`src/rtl/window_3x3_gen.sv`:
```
// window_3x3_gen: 3x3 sliding window from the live pixel plus two line-delayed taps; optional WINDOW_3X3_GEN_STATS_EN adds frame/error counters.
// Latency: 1 cycle from the completing pixel beat to out_valid/out_window/out_row/out_col/out_eof.
// Backpressure: none; in_valid must stay high for a whole frame, a gap is a stream break held on out_err until the next sof.
module window_3x3_gen #(
    parameter int PIXEL_DEPTH = 8,
    parameter int WIDTH       = 8,
    parameter int HEIGHT      = 8
) (
    input  logic                       clk,
    input  logic                       rst_n,
    input  logic                       in_valid,
    input  logic                       in_sof,
    input  logic [PIXEL_DEPTH-1:0]     in_pixel,
    input  logic [PIXEL_DEPTH-1:0]     tap1_pixel,
    input  logic [PIXEL_DEPTH-1:0]     tap2_pixel,
    output logic [9*PIXEL_DEPTH-1:0]   out_window,
    output logic                       out_valid,
    output logic [$clog2(HEIGHT)-1:0]  out_row,
    output logic [$clog2(WIDTH)-1:0]   out_col,
    output logic                       out_eof,
    output logic                       out_err
`ifdef WINDOW_3X3_GEN_STATS_EN
    ,
    output logic [15:0]                out_frame_cnt,
    output logic [15:0]                out_err_cnt
`endif
);
    localparam int CW = $clog2(WIDTH);
    localparam int RW = $clog2(HEIGHT);
    localparam logic [CW-1:0] COL_LAST = CW'(WIDTH - 1);
    localparam logic [RW-1:0] ROW_LAST = RW'(HEIGHT - 1);
    localparam logic [CW-1:0] COL_ONE  = CW'(1);
    localparam logic [RW-1:0] ROW_ONE  = RW'(1);
    localparam logic [CW-1:0] COL_TWO  = CW'(2);
    localparam logic [RW-1:0] ROW_TWO  = RW'(2);

    typedef enum logic [1:0] {IDLE = 2'd0, RUN = 2'd1, ERR = 2'd2} state_t;

    state_t state_q, state_d;
    logic [CW-1:0] col_q, col_d, beat_col;
    logic [RW-1:0] row_q, row_d, beat_row;
    // Row index 0 is the top (oldest line); column index 0 is the oldest column.
    logic [2:0][1:0][PIXEL_DEPTH-1:0] hist_q, hist_d;
    logic [2:0][PIXEL_DEPTH-1:0]      new_col;
    logic [9*PIXEL_DEPTH-1:0]         out_window_q, out_window_d;
    logic                             out_valid_q, out_valid_d;
    logic [RW-1:0]                    out_row_q, out_row_d;
    logic [CW-1:0]                    out_col_q, out_col_d;
    logic                             out_eof_q, out_eof_d;
    logic                             out_err_q, out_err_d;
    logic                             acc, beat_last, win_vld, brk;
`ifdef WINDOW_3X3_GEN_STATS_EN
    logic [15:0] frame_cnt_q, frame_cnt_d, err_cnt_q, err_cnt_d;
`endif

    // A sof beat always lands at (0,0), so it can never be the final beat of a frame.
    always_comb begin : beat_decode
        new_col   = {in_pixel, tap1_pixel, tap2_pixel};
        acc       = in_valid && (in_sof || state_q == RUN);
        brk       = (state_q == RUN) && !in_valid;
        beat_row  = in_sof ? '0 : row_q;
        beat_col  = in_sof ? '0 : col_q;
        beat_last = (beat_row == ROW_LAST) && (beat_col == COL_LAST);
        win_vld   = acc && (beat_row >= ROW_TWO) && (beat_col >= COL_TWO);
    end

    always_ff @(posedge clk or negedge rst_n) begin : state_reg
        if (!rst_n) begin
            state_q      <= IDLE;
            col_q        <= '0;
            row_q        <= '0;
            hist_q       <= '0;
            out_window_q <= '0;
            out_valid_q  <= 1'b0;
            out_row_q    <= '0;
            out_col_q    <= '0;
            out_eof_q    <= 1'b0;
            out_err_q    <= 1'b0;
`ifdef WINDOW_3X3_GEN_STATS_EN
            frame_cnt_q  <= '0;
            err_cnt_q    <= '0;
`endif
        end else begin
            state_q      <= state_d;
            col_q        <= col_d;
            row_q        <= row_d;
            hist_q       <= hist_d;
            out_window_q <= out_window_d;
            out_valid_q  <= out_valid_d;
            out_row_q    <= out_row_d;
            out_col_q    <= out_col_d;
            out_eof_q    <= out_eof_d;
            out_err_q    <= out_err_d;
`ifdef WINDOW_3X3_GEN_STATS_EN
            frame_cnt_q  <= frame_cnt_d;
            err_cnt_q    <= err_cnt_d;
`endif
        end
    end

    always_comb begin : next_state
        state_d = state_q;
        case (state_q)
            IDLE, ERR: if (in_valid && in_sof) state_d = RUN;
            RUN: begin
                if (!in_valid)      state_d = ERR;
                else if (beat_last) state_d = IDLE;
            end
            default: state_d = IDLE;
        endcase
    end

    always_comb begin : outputs
        col_d        = col_q;
        row_d        = row_q;
        hist_d       = hist_q;
        out_window_d = out_window_q;
        out_valid_d  = win_vld;
        out_row_d    = out_row_q;
        out_col_d    = out_col_q;
        out_eof_d    = win_vld && beat_last;
        out_err_d    = out_err_q;
        if (in_valid) begin
            for (int i = 0; i < 3; i++) begin
                hist_d[i][0] = hist_q[i][1];
                hist_d[i][1] = new_col[i];
            end
        end
        if (acc) begin
            if (beat_col == COL_LAST) begin
                col_d = '0;
                row_d = (beat_row == ROW_LAST) ? '0 : beat_row + ROW_ONE;
            end else begin
                col_d = beat_col + COL_ONE;
                row_d = beat_row;
            end
        end
        if (win_vld) begin
            for (int i = 0; i < 3; i++) begin
                out_window_d[(3*i)*PIXEL_DEPTH +: PIXEL_DEPTH]   = hist_q[i][0];
                out_window_d[(3*i+1)*PIXEL_DEPTH +: PIXEL_DEPTH] = hist_q[i][1];
                out_window_d[(3*i+2)*PIXEL_DEPTH +: PIXEL_DEPTH] = new_col[i];
            end
            out_row_d = beat_row - ROW_ONE;
            out_col_d = beat_col - COL_ONE;
        end
        if (brk)                        out_err_d = 1'b1;
        else if (in_valid && in_sof)    out_err_d = 1'b0;
`ifdef WINDOW_3X3_GEN_STATS_EN
        frame_cnt_d = (out_eof_d && frame_cnt_q != 16'hFFFF) ? frame_cnt_q + 16'd1 : frame_cnt_q;
        err_cnt_d   = (brk && err_cnt_q != 16'hFFFF) ? err_cnt_q + 16'd1 : err_cnt_q;
`endif
    end

    assign out_window = out_window_q;
    assign out_valid  = out_valid_q;
    assign out_row    = out_row_q;
    assign out_col    = out_col_q;
    assign out_eof    = out_eof_q;
    assign out_err    = out_err_q;
`ifdef WINDOW_3X3_GEN_STATS_EN
    assign out_frame_cnt = frame_cnt_q;
    assign out_err_cnt   = err_cnt_q;
`endif

endmodule

```
`config.mk`:
```
export PLATFORM = sky130hd
export DESIGN_NAME = window_3x3_gen
export DESIGN_NICKNAME = d
export VERILOG_FILES = /design/src/rtl/window_3x3_gen.sv
export SDC_FILE = /design/constraint.sdc
export NUM_CORES = 1
export LEC_CHECK = 0
export CORE_MARGIN = 5
export CORE_UTILIZATION = 46
export DETAILED_ROUTE_END_ITERATION = 12
export PLACE_DENSITY = 0.76
export SLEW_MARGIN = 10
export SYNTH_ARGS = -nofsm -noshare
export SYNTH_HDL_FRONTEND = slang
export SYNTH_SLANG_ARGS = --single-unit
```
`constraint.sdc`:
```
create_clock -name clk -period 2.05 [get_ports clk]
set_input_delay 0.41 -clock clk [delete_from_list [all_inputs] [get_ports clk]]
set_output_delay 0.41 -clock clk [all_outputs]
set_load 0.01 [all_outputs]
```
==> flow_results.org <==
** Status
- Run status :: complete, no violations

** Synthesis
- Summed instance area of the synthesized netlist :: 5330 sq um
- Counting flops and latches in the post-synthesis netlist gives between 100 and 150.
- In the post-synthesis netlist, the biggest area contributors are dfrtp_1 (64%), mux2_2 (25%), ha_1 (1.9%).
- Average instance area after synthesis :: roughly 16 sq um
- Total number of yosys warnings :: 0
- For this run, the register share of the synthesized area comes to around 64%.
- Net count after synthesis :: 370
- Area fraction of the dominant cell type after synthesis :: between 60% and 70%
- Number of unique standard cell types used by synthesis :: 26
- The synthesized design spends more area on one cell type than any other, namely dfrtp_1.
- Post-synthesis cell count :: ~330

** GRT
- First-pass GRT wire length :: approximately 18000 microns
- Global routing finished with a remaining overflow of 0.
- The number of global-route vias before repair is between 3000 and 4000.
- Entering global routing, the biggest net connects 54 pins.
- Across every metal layer, demand over resource in global routing totals ~16%.
- The number of antenna violations at the first check in global routing came to 0.

** Route
- Per-cell routed wire length :: around 17 microns
- Routed wire length :: roughly 10000 microns
- Iter 0 DRT Violations :: roughly 120
- DRT antenna net count :: 0
- Vias :: 3128
- In the routed design, unresolved DRC markers number 0.
- Using the TritonRoute via totals, the vias-per-cell ratio works out to about 5.0.
- The pre-antenna-repair detailed-routing pass consisted of 4 iterations.

** Worst setup path
- Type of destination of the critical path :: flip-flop
- The worst setup path is launched from an input port.
- Across all register-to-register paths, the minimum setup slack is approximately 0.26 ns.
- Worst Path Class, Setup :: input port to flip-flop
- Required time of the worst setup path :: around 2.3 ns
- Crit-path max FO :: 18
- Data on the critical path arrives at its endpoint at 2.26 ns.

** Placed design
- Post-detail-place hpwl :: approximately 7000 microns
- Cell area after placement :: 6750 sq um
- GPL Wtd Cong :: approximately 0.78
- Port-buffer cells :: approximately 110

** STA
- Based on the critical path, the design can be clocked at up to a little over 500 MHz.
- Setup Viol. Count Final :: 0
- In this run the tightest slew margin relative to its limit is 68.8%.
- Final worst path period share :: 96.0%
- Hold timing on the final database bottoms out at a slack of roughly 0.49 ns.
- Max Transition Viols Final :: 0
- Clock period minus worst slack :: a little under 2 ns
- The number of endpoints with negative hold slack in the final report came to 0.
- Setup repair after global routing missed its margin :: false
- Slew of the pin with the lowest slew margin :: around 0.47 ns
- Clock Skews :: ~0.007 ns

** Cells and area
- Number of nets in the layout :: slightly above 500
- Relative to the synthesized area, the layout overhead comes to 38.2%.
- The finished cells cover around 7400 sq um.
- Final antenna diode count :: 0
- Top library cells by usage in the layout, fill and taps aside :: dfrtp_1 (137), mux2_2 (117), clkdlybuf4s50_1 (106)
- Count of filler cells inserted in the layout :: around 840
- In the final layout, the share of cells above drive strength 1 is 38.2%.
- Commonest non-fill, non-tap cell in the layout :: dfrtp_1
- Post-layout utilization of the core :: about two thirds

** Min path
- The path class of the tightest hold or removal check is flip-flop to flip-flop.

** Power and ir drop
- The analysis attributes to cell leakage a power of between 3 and 4 nW.
- The design draws 6.29 mW.
- Maximum vdd drop :: 0.558 mV
- In this run the power density over the cells is about 850 nW/um^2.

** Clock network
- Clock tree synthesis inserted a total of 17 buffers.
- H-tree lvl count :: 4
- TritonCTS built the clock tree.
- At the later pin of the worst-skew pair, clock insertion delay measures between 0.4 and 0.5 ns.
- The tree is rooted in a clkbuf_16.
- Clock transition at the registers of the reported paths :: 0.06 ns
- CTS saw 137 sinks.
- Number of buffers on the longest clock path :: 2

** Floorplan
- Cell row count :: 39
- Die W :: around 120 microns
- Placeable core region :: 11400 sq um
- The die covers roughly 14000 sq um.
- Number of primary I/O pins :: approximately 110
- The initial utilization of the core area, before any placement, comes to a little under half.
- Die height :: ~120 microns

** Job
- Max-cap violations in this run came to 0.
[state kept, by name, indices dropped and copies added (netlist names)]
name / cells
out_col: 3
out_row: 3
state_q: 2
col_q: 3
out_window: 72
out_err: 1
out_valid: 1
hist_q: 48
out_eof: 1
row_q: 3
[routing by layer]
| metal | GRT usage [%] | wire [microns] | part of all wire (%) |
|---|---|---|---|
| met5 | 0 | 0 | 0 |
| met3 | 7.78 | 859 | 8.2 |
| met2 | 24.7 | 4970 | 48 |
| met1 | 19.7 | 4380 | 42 |
| met4 | 6.24 | 201 | 1.9 |
[worst paths after layout]
kind                               start              to  cells after the start
min in group asynchronous          rst_n        row_q[0]                      2
worst max-delay path              in_sof  out_window[15]                      9
worst max register to register  col_q[0]  out_window[15]                      7
worst min-delay path            row_q[0]        row_q[0]                      2
max in group asynchronous          rst_n  out_window[59]                      3
worst min register to register  row_q[0]        row_q[0]                      2
[final cells by class]
cell class	instances	area, sq um	share of cell area (%)
clock buffers	18	429	5.83
clock inverters	13	155	2.11
inverters	4	15.0	0.204
multi-input cells	176	1820	24.7
flip-flops and latches	137	3430	46.6
well taps	143	179	2.43
repair buffers	131	1340	18.2
[metrics by stage]
step,worst slack [ns],std cells,setup TNS [ns]
finish,0.0815,622,0
global route,0.000368,622,0
CTS,0.0402,620,0
detailed placement,-0.392,588,-28.04
global placement,-0.351,588,-25.39
floorplan,-0.00794,334,-0.0397
[cell families (layout without fill, tap and decap cells)]
| kind of cell | Yosys count | in the layout | synth area share (%) |
|---|---|---|---|
| flip-flops | 137 | 137 | 64.3 |
| multiplexers | 123 | 123 | 26.3 |
| AO/OA/AOI/OAI | 23 | 23 | 2.91 |
| buffers and inverters | 21 | 166 | 2.11 |
| AND/OR/NAND/NOR | 19 | 19 | 1.95 |
| adder cells (fa/ha/maj) | 8 | 8 | 1.88 |
| XOR/XNOR | 3 | 3 | 0.493 |
[cell usage after synthesis]
| cell | n |
|---|---|
| o22a_4 | 1 |
| and2_4 | 1 |
| o21ai_0 | 3 |
| xnor2_1 | 3 |
| o21ai_1 | 1 |
| mux2i_1 | 1 |
| o21a_1 | 1 |
| ha_1 | 8 |
| o31ai_1 | 1 |
| nor2_1 | 2 |
| o21ba_1 | 2 |
| clkbuf_1 | 2 |
| inv_1 | 4 |
| and4_1 | 1 |
| mux2_2 | 117 |
| dfrtp_1 | 137 |
| buf_4 | 1 |
| buf_6 | 3 |
| nand2_1 | 6 |
| buf_1 | 5 |
| a21oi_1 | 11 |
| a21o_1 | 1 |
| a32o_1 | 2 |
| buf_2 | 6 |
| mux2_4 | 5 |
| nor2b_1 | 9 |
[where the power goes]
part	leakage, nW	switching [mW]	total (mW)	internal [mW]
clock network	0.270	1.09	2.98	1.89
registers	1.80	0.0818	2.93	2.85
logic	1.32	0.164	0.383	0.219
total	3.39	1.34	6.29	4.95
[worst max-delay path: stages]
cell	delay, ns
clkdlybuf4s50_1	0.46
buf_4	0.18
nor2b_4	0.05
inv_1	0.08
ha_1	0.16
o22a_4	0.13
and2_4	0.24
buf_12	0.18
mux2_2	0.35
[timing repair]
action,in CTS,in global routing
hold endpoints to repair,46,0
endpoints found under the setup margin,0,63
setup buffers,0,2
hold buffers,1,0
resized for setup,0,1
No activity file was read; power rests on OpenSTA's default activity.
